**src/rtl/spi_slave_if.sv**
```systemverilog
// SPI bus pins shared between the board-level master and the spi_slave target.
// Latency: none, plain wiring bundle.
// Backpressure: none; MISO_oe_o exists only when SPI_SLAVE_MISO_OE_EN is defined.
interface spi_slave_if;
    logic SCLK_i;
    logic CS_i;
    logic MOSI_i;
    logic MISO_o;
`ifdef SPI_SLAVE_MISO_OE_EN
    logic MISO_oe_o;
`endif

    modport slave (
        input  SCLK_i,
        input  CS_i,
        input  MOSI_i,
        output MISO_o
`ifdef SPI_SLAVE_MISO_OE_EN
        , output MISO_oe_o
`endif
    );

    modport master (
        output SCLK_i,
        output CS_i,
        output MOSI_i,
        input  MISO_o
`ifdef SPI_SLAVE_MISO_OE_EN
        , input MISO_oe_o
`endif
    );
endinterface

```
**src/rtl/spi_slave.sv**
```systemverilog
// SPI target: oversamples SCLK/CS/MOSI in GCLK, receives one left-aligned word per CS-low frame and shifts out a preloaded reply.
// Latency: pin edge to rx_valid_o at most SYNC_STAGES+2 GCLK; MISO follows a launch edge after SYNC_STAGES+1 GCLK.
// Backpressure: none, rx_valid_o is a one-cycle pulse; optional MISO_oe_o output under SPI_SLAVE_MISO_OE_EN.
module spi_slave #(
    parameter int SYNC_STAGES = 2
) (
    input  logic        GCLK,
    input  logic        RST,
    input  logic [1:0]  spi_mode_i,
    input  logic [1:0]  word_len_i,
    input  logic [31:0] tx_data_i,
    input  logic        tx_load_i,
    output logic [31:0] rx_data_o,
    output logic        rx_valid_o,
    output logic        busy_o,
    output logic        err_o,
    spi_slave_if.slave  spi
);
    typedef enum logic [1:0] {
        IDLE  = 2'd0,
        SHIFT = 2'd1,
        DONE  = 2'd2
    } state_t;

    state_t state_q, state_d;

    logic [SYNC_STAGES-1:0] sclk_sync_q, cs_sync_q, mosi_sync_q, fill_q;
    logic                   sclk_d_q, cs_d_q, cs_armed_q;
    logic                   sclk_s, cs_s, mosi_s;
    logic                   sclk_rise, sclk_fall, cs_rise, cs_fall;
    logic                   cap_edge, launch_edge;

    logic                   phase_q;
    logic [5:0]             n_q, cnt_q;
    logic [31:0]            tx_shift_q, rx_shift_q, tx_shadow_q, rx_next;
    logic [31:0]            rx_data_q;
    logic                   rx_valid_q, err_q;

    logic                   do_start, do_capture, do_launch, do_abort, do_last;

    assign sclk_s = sclk_sync_q[SYNC_STAGES-1];
    assign cs_s   = cs_sync_q[SYNC_STAGES-1];
    assign mosi_s = mosi_sync_q[SYNC_STAGES-1];

    assign sclk_rise = sclk_s & ~sclk_d_q;
    assign sclk_fall = ~sclk_s & sclk_d_q;
    assign cs_rise   = cs_s & ~cs_d_q;
    // A CS already low when reset is released must not start a frame, so falls count only once CS was seen high.
    assign cs_fall   = ~cs_s & cs_d_q & cs_armed_q;

    assign cap_edge    = phase_q ? sclk_rise : sclk_fall;
    assign launch_edge = phase_q ? sclk_fall : sclk_rise;

    // rx_shift is cleared at frame start, so OR-ing the new bit in place is enough.
    assign rx_next = rx_shift_q | ({31'd0, mosi_s} << (5'd31 - cnt_q[4:0]));

    // Input synchronisers, edge-history flops and the CS arming flag.
    always_ff @(posedge GCLK or posedge RST) begin
        if (RST) begin
            sclk_sync_q <= '0;
            cs_sync_q   <= '1;
            mosi_sync_q <= '0;
            fill_q      <= '0;
            sclk_d_q    <= 1'b0;
            cs_d_q      <= 1'b1;
            cs_armed_q  <= 1'b0;
        end else begin
            sclk_sync_q <= {sclk_sync_q[SYNC_STAGES-2:0], spi.SCLK_i};
            cs_sync_q   <= {cs_sync_q[SYNC_STAGES-2:0], spi.CS_i};
            mosi_sync_q <= {mosi_sync_q[SYNC_STAGES-2:0], spi.MOSI_i};
            fill_q      <= {fill_q[SYNC_STAGES-2:0], 1'b1};
            sclk_d_q    <= sclk_s;
            cs_d_q      <= cs_s;
            if (fill_q[SYNC_STAGES-1] && cs_s) begin
                cs_armed_q <= 1'b1;
            end
        end
    end

    // FSM state register.
    always_ff @(posedge GCLK or posedge RST) begin
        if (RST) begin
            state_q <= IDLE;
        end else begin
            state_q <= state_d;
        end
    end

    // Next state and per-cycle datapath strobes; a CS rise wins over a same-cycle SCLK edge.
    always_comb begin
        state_d    = state_q;
        do_start   = 1'b0;
        do_capture = 1'b0;
        do_launch  = 1'b0;
        do_abort   = 1'b0;
        do_last    = 1'b0;
        case (state_q)
            IDLE: begin
                if (cs_fall) begin
                    do_start = 1'b1;
                    state_d  = SHIFT;
                end
            end
            SHIFT: begin
                if (cs_rise) begin
                    do_abort = 1'b1;
                    state_d  = IDLE;
                end else begin
                    if (cap_edge) begin
                        do_capture = 1'b1;
                        if (cnt_q + 6'd1 == n_q) begin
                            do_last = 1'b1;
                            state_d = DONE;
                        end
                    end
                    // A launch before the first capture would drop the MSB, so it is ignored.
                    if (launch_edge && (cnt_q != 6'd0)) begin
                        do_launch = 1'b1;
                    end
                end
            end
            DONE: begin
                if (cs_rise) begin
                    state_d = IDLE;
                end
            end
            default: state_d = IDLE;
        endcase
    end

    // Shift registers, frame settings, tx shadow and the registered status pulses.
    always_ff @(posedge GCLK or posedge RST) begin
        if (RST) begin
            phase_q     <= 1'b0;
            n_q         <= 6'd0;
            cnt_q       <= 6'd0;
            tx_shift_q  <= '0;
            rx_shift_q  <= '0;
            tx_shadow_q <= '0;
            rx_data_q   <= '0;
            rx_valid_q  <= 1'b0;
            err_q       <= 1'b0;
        end else begin
            if (tx_load_i) begin
                tx_shadow_q <= tx_data_i;
            end
            if (do_start) begin
                phase_q    <= spi_mode_i[0];
                n_q        <= 6'd32 >> word_len_i;
                cnt_q      <= 6'd0;
                rx_shift_q <= '0;
                tx_shift_q <= tx_load_i ? tx_data_i : tx_shadow_q;
            end
            if (do_capture) begin
                rx_shift_q <= rx_next;
                cnt_q      <= cnt_q + 6'd1;
            end
            if (do_launch) begin
                tx_shift_q <= {tx_shift_q[30:0], 1'b0};
            end
            if (do_last) begin
                rx_data_q <= rx_next;
            end
            rx_valid_q <= do_last;
            err_q      <= (do_start && (sclk_s != spi_mode_i[1])) || do_abort;
        end
    end

    assign rx_data_o  = rx_data_q;
    assign rx_valid_o = rx_valid_q;
    assign err_o      = err_q;
    assign busy_o     = (state_q != IDLE);
    assign spi.MISO_o = (state_q == SHIFT) ? tx_shift_q[31] : 1'b0;
`ifdef SPI_SLAVE_MISO_OE_EN
    assign spi.MISO_oe_o = (state_q == SHIFT);
`endif
endmodule

```
**src/flat_wrapper.sv**
```systemverilog
// flat-port wrapper written by rule: the top's interface ports become plain ports
module spi_slave_flat 
#(
    parameter int SYNC_STAGES = 2
)
  (GCLK, RST, spi_mode_i, word_len_i, tx_data_i, tx_load_i, rx_data_o, rx_valid_o, busy_o, err_o, spi_SCLK_i, spi_CS_i, spi_MOSI_i, spi_MISO_o);
  spi_slave_if spi_i ();
  input  logic GCLK;
  input  logic RST;
  input  logic [1:0] spi_mode_i;
  input  logic [1:0] word_len_i;
  input  logic [31:0] tx_data_i;
  input  logic tx_load_i;
  output logic [31:0] rx_data_o;
  output logic rx_valid_o;
  output logic busy_o;
  output logic err_o;
  input wire logic [$bits(spi_i.SCLK_i)-1:0] spi_SCLK_i;
  input wire logic [$bits(spi_i.CS_i)-1:0] spi_CS_i;
  input wire logic [$bits(spi_i.MOSI_i)-1:0] spi_MOSI_i;
  output wire logic [$bits(spi_i.MISO_o)-1:0] spi_MISO_o;
  assign spi_i.SCLK_i = spi_SCLK_i;
  assign spi_i.CS_i = spi_CS_i;
  assign spi_i.MOSI_i = spi_MOSI_i;
  assign spi_MISO_o = spi_i.MISO_o;
  spi_slave #(.SYNC_STAGES(SYNC_STAGES)) u_core (.GCLK(GCLK), .RST(RST), .spi_mode_i(spi_mode_i), .word_len_i(word_len_i), .tx_data_i(tx_data_i), .tx_load_i(tx_load_i), .rx_data_o(rx_data_o), .rx_valid_o(rx_valid_o), .busy_o(busy_o), .err_o(err_o), .spi(spi_i));
endmodule
```
**config.mk**
```make
export PLATFORM = sky130hd
export DESIGN_NAME = spi_slave_flat
export DESIGN_NICKNAME = d
export VERILOG_FILES = /design/src/rtl/spi_slave_if.sv /design/src/rtl/spi_slave.sv /design/src/flat_wrapper.sv
export SDC_FILE = /design/constraint.sdc
export NUM_CORES = 1
export LEC_CHECK = 0
export CAP_MARGIN = 20
export CORE_MARGIN = 3
export CORE_UTILIZATION = 55
export CTS_CLUSTER_DIAMETER = 40
export DETAILED_ROUTE_END_ITERATION = 12
export PLACE_DENSITY = 0.79
export SLEW_MARGIN = 10
export SYNTH_ARGS = -nofsm -noshare
export SYNTH_HDL_FRONTEND = slang
export SYNTH_SLANG_ARGS = --single-unit
```
**constraint.sdc**
```tcl
create_clock -name GCLK -period 7 [get_ports GCLK]
set_input_delay 1.4 -clock GCLK [delete_from_list [all_inputs] [get_ports GCLK]]
set_output_delay 1.4 -clock GCLK [all_outputs]
set_load 0.05 [all_outputs]
```
# --- Word-level counts from Yosys, hierarchy flattened ---
# Index checks and enable logic that the tools add are counted.
word_totals:
  regBits: 156
  latchBits: 0
  ram_bits: 0
  mem_bits_ro: 0
  in_bits: 42
  output_inout_bits: 36
  word_cells: 79
  mem_count: 0
op_classes:
  addsub: 2
  mul: 0
  div: 0
  order_cmp: 0
  eq_ne: 8
  shift: 2
  muxes: 30
  n_bitwise: 10
  n_reduce_logical: 10
ops:
  columns: ["cell", "n"]
  rows:
  - ["32-bit two-way mux", 5]
  - ["32-bit bitwise OR", 1]
  - ["1-bit by 5-bit << shifter with 32-bit output", 1]
  - ["1-bit two-way mux", 17]
  - ["6-bit two-way mux", 2]
  - ["2-bit two-way mux", 5]
  - ["6-bit by 1-bit adder with 6-bit output, second input constant", 1]
  - ["6-bit == test", 1]
  - ["3-bit by 1-bit != test with 1-bit output, second input constant", 2]
  - ["2-bit one-hot mux with 3 select lines", 1]
  - ["2-bit nonzero test", 3]
  - ["6-bit nonzero test", 1]
  - ["6-bit by 2-bit >> shifter with 6-bit output, first input constant", 1]
  - ["1-bit AND", 5]
  - ["5-bit subtractor, first input constant", 1]
  - ["2-bit by 1-bit != test with 1-bit output, second input constant", 2]
  - ["1-bit NOT", 4]
  - ["4-bit AND reduction", 1]
  - ["1-bit logical AND", 3]
  - ["2-bit by 1-bit == test with 1-bit output, second input constant", 1]
  - ["2-bit == test, second input constant", 1]
  - ["2-bit logical NOT", 1]
  - ["1-bit logical OR", 1]
  - ["1-bit != test", 1]

# --- Longest topological paths before layout ---
logic_depth:
  word_depth: 8
  mapped_depth: 7
  mapped_depth_nobuf: 5

# --- Worst setup path before layout ---
# Ideal clock, no wire load.
synth_timing:
  path_type: "in2reg"
  startpoint: "input port tx_load_i"
  endpoint: "register u_core.tx_shift_q[10]"
  setup_ns: 0.126
  arrival_ns: 2.676
  required_ns: 6.874
  setup_slack_ns: 4.198
  path_stages: 5
  n_path_buf: 2
  path_cell_list: "clkbuf_1 -> clkbuf_1 -> mux2_2 -> and2_1 -> a221o_1"
synth_between:
  elab_chain_cells: 3
synth_lines:
  columns: ["element", "line", "rtl"]
  rows:
  - ["start: declaration", "flat_wrapper.sv:13", "input logic tx_load_i;"]
  - ["32-bit two-way mux", "spi_slave.sv:152", "tx_shift_q <= tx_load_i ? tx_data_i : tx_shadow_q;"]
  - ["32-bit two-way mux", "spi_slave.sv:147", "if (do_start) begin"]
  - ["32-bit two-way mux", "spi_slave.sv:158", "if (do_launch) begin"]
  - ["end signal: assignment", "spi_slave.sv:152", null]
  - ["end signal: assignment", "spi_slave.sv:159", "tx_shift_q <= {tx_shift_q[30:0], 1'b0};"]
  - ["end: declaration", "spi_slave.sv:35", "logic [31:0] tx_shift_q, rx_shift_q, tx_shadow_q, rx_next;"]
# Every way passes these cells. The select of a mux whose other input is x is not followed.
# A chain may end at the register's enable or synchronous reset.

# --- Worst setup path in the final report ---
layout_timing:
  startpoint: "register u_core.state_q[1]"
  endpoint: "output port spi_MISO_o"
layout_between:
  elab_chain_cells: 2
layout_lines:
  columns: ["element", "line", "rtl"]
  rows:
  - ["start: declaration", "spi_slave.sv:25", "state_t state_q, state_d;"]
  - ["start signal: assignment", "spi_slave.sv:85", "state_q <= state_d;"]
  - ["2-bit by 1-bit == test with 1-bit output", "spi_slave.sv:173", "assign spi.MISO_o = (state_q == SHIFT) ? tx_shift_q[31] : 1'b0;"]
  - ["1-bit two-way mux", "spi_slave.sv:173", null]
  - ["end: declaration", "flat_wrapper.sv:21", "output wire logic [$bits(spi_i.MISO_o)-1:0] spi_MISO_o;"]
# Every way passes these cells.

==> results.json <==
{
  "power.density_nw_per_um2": 289,
  "io_pins": 78,
  "dr_total_vias": 4352,
  "clkPwrFrac_pct": 37.7,
  "seq_area_um2": 3860,
  "ys_seq_area_share_pct": 59.9,
  "synth.avg_cell_area_um2": 12.3,
  "syn-num-nets": 568,
  "vias_per_cell": 5.83,
  "clock_latency_ns": 0.41,
  "grt_usage_pct": 21.7,
  "cts_tree": "done",
  "clkTransAtPathRegs_ns": 0.06,
  "drc": 0,
  "synth_top_family_by_area": "compound AO/OA/AOI/OAI gates",
  "critPathMaxFanout": 7,
  "synth_xor_area_share_pct": 1.05,
  "layout_min_cycle_time_ns": 3.52,
  "cts_inserted_buffers": 17,
  "post_cts_buffers": 0,
  "start_util_pct": 57.9,
  "multi_input_area_um2": 2310,
  "async_reset_ff_share_pct": 100,
  "gr-total-overflow": 0,
  "setup_slack_ns": 3.48,
  "synth_area_um2": 6440,
  "power_frac_seq_pct": 48.4,
  "drive_above_1_share_pct": 12.0,
  "fin_nets": 641,
  "rsz0062_at_grt": "false",
  "combinationalPowerShare_pct": 13.9,
  "cap_violations": 0,
  "synth_edf_count": 0,
  "slew_headroom_pct": 26.4,
  "slew_viol_final": 0,
  "fin_crit_sh_pct": 50.3,
  "rows": 38,
  "fp.dieW_um": 114,
  "first_pass_iters": 5,
  "die_y_um": 114,
  "p_switching_mw": 0.570,
  "switching_share_pct": 25.0,
  "finalSetupTns_ns": 0,
  "design_area_um2": 7880,
  "finalSetupViolations": 0,
  "status": "finished clean",
  "required_ns": 5.60,
  "wire_per_inst_um": 17.9,
  "hold_violations": 0,
  "power.internal_mw": 1.71,
  "crit_arrival_ns": 2.12,
  "worst_pin_slew_ns": 1.10,
  "yosysWarnings": 0,
  "syn_inst": 524,
  "clock_sinks": 154,
  "yosys.area_share.simple_pct": 9.54,
  "routed_wl_mm": 13.4,
  "synth_compound_area_share_pct": 14.0,
  "hold_class": "flip-flop to flip-flop",
  "htree_num_levels": 4,
  "critPathKind": "flip-flop to output port",
  "dpl_cell_area_um2": 7310,
  "gp_congestion": 0.811,
  "first_global_vias": 4375,
  "ys_types": 47,
  "fp.dieArea_um2": 13000,
  "synth_ff_type": "dfrtp_1",
  "synth-adder-area-share_pct": 0.389,
  "fin_skew_ns": 0.00496,
  "fmax_ghz": 0.284,
  "ctsResizeCount": 0,
  "antenna_cells": 0,
  "leakage_nw": 3.67,
  "dpl_worst_slack_ns": 3.77,
  "drtIter0Drc": 380,
  "antenna_found_initial": 0,
  "critPathLaunchType": "flip-flop",
  "ys_ff_latch": 154,
  "final_cell_mix": "dfrtp_1 (151), clkdlybuf4s50_1 (77), a21oi_1 (38)",
  "area_growth_pct": 22.4,
  "place.port_buffers": 77,
  "synth_mux_area_share_pct": 10.6,
  "clk_path_buf_depth": 2,
  "finish.utilization_pct": 70.8,
  "drtAntennaViolNets": 0,
  "end_kind": "output port",
  "grt_max_degree": 119,
  "ir_drop_mv": 0.273,
  "n_fill_cell": 808,
  "hold_buffers": 0,
  "core_area_um2": 11100,
  "final_common_cell": "dfrtp_1",
  "root_buffer": "clkbuf_16",
  "grt_pass1_wl_mm": 22.1,
  "hpwl_mm": 8.48
}
state kept, by name, summed over array words and instances (netlist names):
| name | cells |
|---|---|
| u_core.rx_data_o | 32 |
| u_core.rx_shift_q | 32 |
| u_core.tx_shadow_q | 32 |
| u_core.tx_shift_q | 32 |
| u_core.cnt_q | 6 |
| u_core.n_q | 4 |
| u_core.cs_sync_q | 2 |
| u_core.fill_q | 2 |
| u_core.mosi_sync_q | 2 |
| u_core.sclk_sync_q | 2 |
| u_core.state_q | 2 |
| u_core.cs_armed_q | 1 |
| u_core.cs_d_q | 1 |
| u_core.err_o | 1 |
| u_core.phase_q | 1 |
| u_core.rx_valid_o | 1 |
| u_core.sclk_d_q | 1 |
power groups by stage:
stage               Combinational (mW)  Clock, mW  Sequential [mW]
floorplan                        0.227          0             1.08
global placement                 0.297          0             1.10
detailed placement               0.315          0             1.11
CTS                              0.318      0.873             1.10
global route                     0.348      0.914             1.11
finish                           0.317      0.859             1.10
worst paths after layout:
path | startpoint | to | slack (ns) | depth (start not counted)
max | u_core.state_q[1] | spi_MISO_o | 3.48 | 3
min | u_core.mosi_sync_q[0] | u_core.mosi_sync_q[1] | 0.35 | 0
max reg2reg | u_core.cnt_q[2] | u_core.rx_data_o[0] | 4.37 | 5
min reg2reg | u_core.mosi_sync_q[0] | u_core.mosi_sync_q[1] | 0.35 | 0
max in group asynchronous | RST | u_core.rx_shift_q[9] | 4.45 | 4
min in group asynchronous | RST | u_core.tx_shadow_q[23] | 1.32 | 2
layout make-up:
class	instances	share of cell area, %
multi-input cells	303	29.3
flip-flops and latches	154	49.0
well taps	140	2.22
clock buffers	26	6.08
clock inverters	3	0.826
inverters	37	1.83
repair buffers	84	10.8
worst max-delay path: stages (launching register included):
cell,delay [ns]
dfrtp_1,0.43
and2b_1,0.28
and2_1,0.18
clkdlybuf4s50_1,0.82
synth_stat cells (10+ instances only):
cell | n | area share, %
mux2i_1 | 32 | 5.0
o21ai_0 | 10 | 0.78
a22o_1 | 24 | 3.3
a21oi_1 | 38 | 3.0
nor2_1 | 17 | 0.99
nand2_1 | 24 | 1.4
and2_1 | 30 | 2.9
dfrtp_1 | 151 | 59
mux2_2 | 32 | 5.6
a221o_1 | 31 | 4.8
clkbuf_1 | 19 | 1.1
inv_1 | 37 | 2.2
routing by layer:
layer / vias to the layer above / routed length, um / track usage [%]
met5: - / 0 / 0
met4: 0 / 280 / 7.68
met3: 27 / 686 / 5.39
met2: 128 / 6570 / 34.3
met1: 2196 / 5820 / 29.4
li1: 2001 / - / -
stage by stage:
step | hold slack [ns] | instances | power (mW)
floorplan | 0.331 | 524 | 1.31
global placement | 0.333 | 716 | 1.40
detailed placement | 0.336 | 717 | 1.42
CTS | 0.349 | 746 | 2.29
global route | 0.358 | 747 | 2.37
finish | 0.349 | 747 | 2.28
cells by family after synthesis:
logic type,after synthesis
mux,64
simple gates,110
buf+inv,67
flops,154
xor+xnor,6
fa+ha+maj,2
other cells,1
compound gates,120
Note: power is estimated with default switching activity, not from simulation.
